## src/rtl/fa_16bit_reg.sv

```systemverilog
// Clocked ripple-carry adder: WIDTH full-adder cells feeding a result register.
// {cout,s} = a + b + cin, one cycle after in_valid.

module fa_cell (
  input  logic a,
  input  logic b,
  input  logic c,
  output logic s,
  output logic co
);

  assign s  = a ^ b ^ c;
  assign co = (a & b) | (a & c) | (b & c);

endmodule

module fa_16bit_reg #(
  parameter int WIDTH = 16
) (
  input  logic             clk,
  input  logic             rst_n,
  input  logic             in_valid,
  input  logic [WIDTH-1:0] a,
  input  logic [WIDTH-1:0] b,
  input  logic             cin,
  output logic [WIDTH-1:0] s,
  output logic             cout,
  output logic             out_valid
);

  logic [WIDTH:0]   carry;
  logic [WIDTH-1:0] sum;

  assign carry[0] = cin;

  for (genvar i = 0; i < WIDTH; i++) begin : g_bit
    fa_cell u_cell (
      .a  (a[i]),
      .b  (b[i]),
      .c  (carry[i]),
      .s  (sum[i]),
      .co (carry[i+1])
    );
  end

  // Result holds across idle cycles; only out_valid drops.
  always_ff @(posedge clk or negedge rst_n) begin
    if (!rst_n) begin
      s         <= '0;
      cout      <= 1'b0;
      out_valid <= 1'b0;
    end else begin
      out_valid <= in_valid;
      if (in_valid) begin
        s    <= sum;
        cout <= carry[WIDTH];
      end
    end
  end

endmodule

```

## config.mk

```make
export PLATFORM = sky130hd
export DESIGN_NAME = fa_16bit_reg
export DESIGN_NICKNAME = d
export VERILOG_FILES = /design/src/rtl/fa_16bit_reg.sv
export SDC_FILE = /design/constraint.sdc
export NUM_CORES = 1
export LEC_CHECK = 0
export CAP_MARGIN = 40
export CORE_ASPECT_RATIO = 1.5
export CORE_MARGIN = 2
export CORE_UTILIZATION = 42
export CTS_BUF_LIST = sky130_fd_sc_hd__clkbuf_16
export CTS_CLUSTER_DIAMETER = 40
export CTS_CLUSTER_SIZE = 10
export DETAILED_ROUTE_END_ITERATION = 10
export GPL_ROUTABILITY_DRIVEN = 0
export HOLD_SLACK_MARGIN = 0.02
export MAX_ROUTING_LAYER = met4
export PLACE_DENSITY = 0.85
export SLEW_MARGIN = 20
export SYNTH_ARGS = -nofsm -noshare
export SYNTH_HDL_FRONTEND = slang
export SYNTH_HIERARCHICAL = 1
export SYNTH_SLANG_ARGS = --single-unit
```

## constraint.sdc

```tcl
create_clock -name clk -period 1.6 [get_ports clk]
set_clock_uncertainty 0.05 [all_clocks]
set_input_delay 0.24 -clock clk [delete_from_list [all_inputs] [get_ports clk]]
set_output_delay 0.24 -clock clk [all_outputs]
set_load 0.03 [all_outputs]
```

==> results.md <==
- Status: finished, violations left
- Failing checks: setup timing
- Worst vdd ir: 0.766 mV
- Crit end category: register
- Initial DRT Pass Iterations: 4
- Layout cells sized above 1: 0.373
- FF/Latch Area: 450 um^2
- Minimum clock period: 6190 ps
- Initial DRC count: 4
- Slew Limit Headroom: 0.781
- Clock Sinks: 18
- CTS H-tree depth: 1
- Initial Util: 0.431
- Placed cells: 130
- Clock Path Buffers: 2
- Fin cells: 134
- Postcts setup bufs: 0
- WL per Instance: 15.7 um
- RSZ-0062 raised after global routing: true
- Post-synthesis xor/xnor area fraction: 0
- Main combinational cell family by area after synthesis: adder cells
- First-pass GRT wire length: 3570 um
- Gr ovfl total: 0
- Worst Path Class, Setup: input port to register
- Die height: 64.7 um
- Drt via density: 4.93
- DR vias: 660
- Die area: 2880 um^2
- Slew Limit Fails: 0
- Most common cell after layout, fill and taps aside: clkdlybuf4s50_1
- Fmax: 161 MHz
- Drc violations: 0
- Crit share post-route: 3.87
- PnR worst setup slack: -4590 ps
- Clock transition at path regs: 50 ps
- Post-layout util: 0.717
- Die X-Extent: 44.5 um
- Rows: 22
- Yosys reg bits: 18
- Synth Net Count: 105
- Initial antenna violation count: 0
- Placed inst area: 1630 um^2
- Number of buffers added on ports: 53
- HPWL Detailed: 1720 um
- Later-pin clock latency in the skew report: 240 ps
- TritonCTS clock tree: built
- Number of global-route vias before repair: 811
- Max Cap Viol: 0
- Setup-failing EPs final: 15
- Cell area after synthesis: 1030 um^2
- Mux cell area share after synthesis: 0.222
- Routed wire length: 2110 um
- Largest net degree at the start of global routing: 19
- CTS buffer count: 3
- Most frequent cells in the layout: 47 x clkdlybuf4s50_1, 18 x dfrtp_1, 16 x fa_2
- Fill cells: 163
- ANT cells: 0
- LEAKAGE: 0.719 nW
- Simple-gate area share of the yosys netlist: 0
- Layout Nets: 163
- Unique masters post-synth: 6
- All-Layer GR Usage: 0.176
- Cells after Synth: 53
- Area Growth Syn to Fin: 66.5%
- HP Class: input port to async pin
- Hold Vio Cnt, Final: 0
- Ys Warns: 6
- Final instance area: 1720 um^2
- Crit path arrival time: 6270 ps
- Core ar.: 2390 um^2
- Synth Area in Compound Gates: 0
- Antenna-violating nets left: 0
- I/O Pins: 54
- Pre-CTS setup slack: -5260 ps
- Pwr dens: 1120 nW/um^2
- Worst-margin pin slew: 327 ps
- Area of the multi-input gates: 608 um^2
- Worst endpoint required time: 1680 ps
- Root Driver: clkbuf_16
- Crit path max fanout: 1
- Synth Area in Adders: 0.311
- Seq/Total Area, Yosys: 0.437
- Reg2reg path depth: 1
- Critical path launch point type: input port
- Mean Syn Cell Area: 19.5 um^2
==> worst paths after layout <==
check	start	endpoint	slack, ps
worst max register to register	s[2]	s[2]	780
worst max-delay path	cin	s[15]	-4590
worst min register to register	s[3]	s[3]	450
worst min-delay path	rst_n	s[2]	270
min in group clk	cin	s[0]	370
max in group asynchronous	rst_n	s[3]	1030
==> synth_stat cells, drive strengths merged <==
cell type | count | area share
buf | 2 | 0.030
dfrtp | 18 | 0.44
fa | 16 | 0.31
mux2 | 17 | 0.22
==> layer usage <==
layer,up-vias,part of all wire,GRT usage
met5,-,0,-
met4,0,0.0038,0.0455
met3,2,0.063,0.0362
met2,26,0.57,0.300
met1,343,0.36,0.210
li1,289,-,-
==> stage by stage <==
| step | hold WS, ps | TNS [ps] | power (W) |
|---|---|---|---|
| final | 273 | -37100 | 0.00192 |
| after floorplan | -106 | -38260 | 0.00105 |
| after detailed placement | 442 | -47420 | 0.00143 |
| after CTS | 280 | -37830 | 0.00193 |
| after global routing | 316 | -38270 | 0.00202 |
| after global placement | 440 | -46570 | 0.00140 |
==> what timing repair did <==
action                     CTS  global route
gates cloned                 0             0
hold buffers                 0             0
pin swaps                    3             1
setup endpoints to repair   16            16
resized for setup           17             4
==> registers in the layout (all words and copies together) (netlist names) <==
name / cells
out_valid: 1
s: 16
cout: 1
==> critical path, stage by stage <==
cell,delay (ps)
buf_6,90
fa_2,380
fa_2,350
fa_2,360
fa_2,350
fa_2,350
fa_2,350
fa_2,350
fa_2,340
fa_2,340
fa_2,340
fa_2,350
fa_2,350
fa_2,350
fa_2,350
fa_2,360
fa_2,410
mux2_4,260
==> cell type report <==
class,count,share of cell area
clock buffers,3,0.0437
multi-input cells,33,0.354
flip-flops and latches,18,0.262
clock inverters,1,0.00219
repair buffers,55,0.320
well taps,24,0.0175
==> cell families after synthesis <==
kind of cell  after synthesis
flops                      18
mux                        17
fa+ha+maj                  16
buf+inv                     2
==> where the power goes <==
group | leakage [nW] | internal, W | total (W) | switching (W)
combinational | 0.470 | 0.000438 | 0.000815 | 0.000377
sequential | 0.210 | 0.000560 | 0.000618 | 0.0000571
clock | 0.0385 | 0.000332 | 0.000492 | 0.000160
total | 0.719 | 0.00133 | 0.00192 | 0.000594
(Power assumes the default switching activity.)
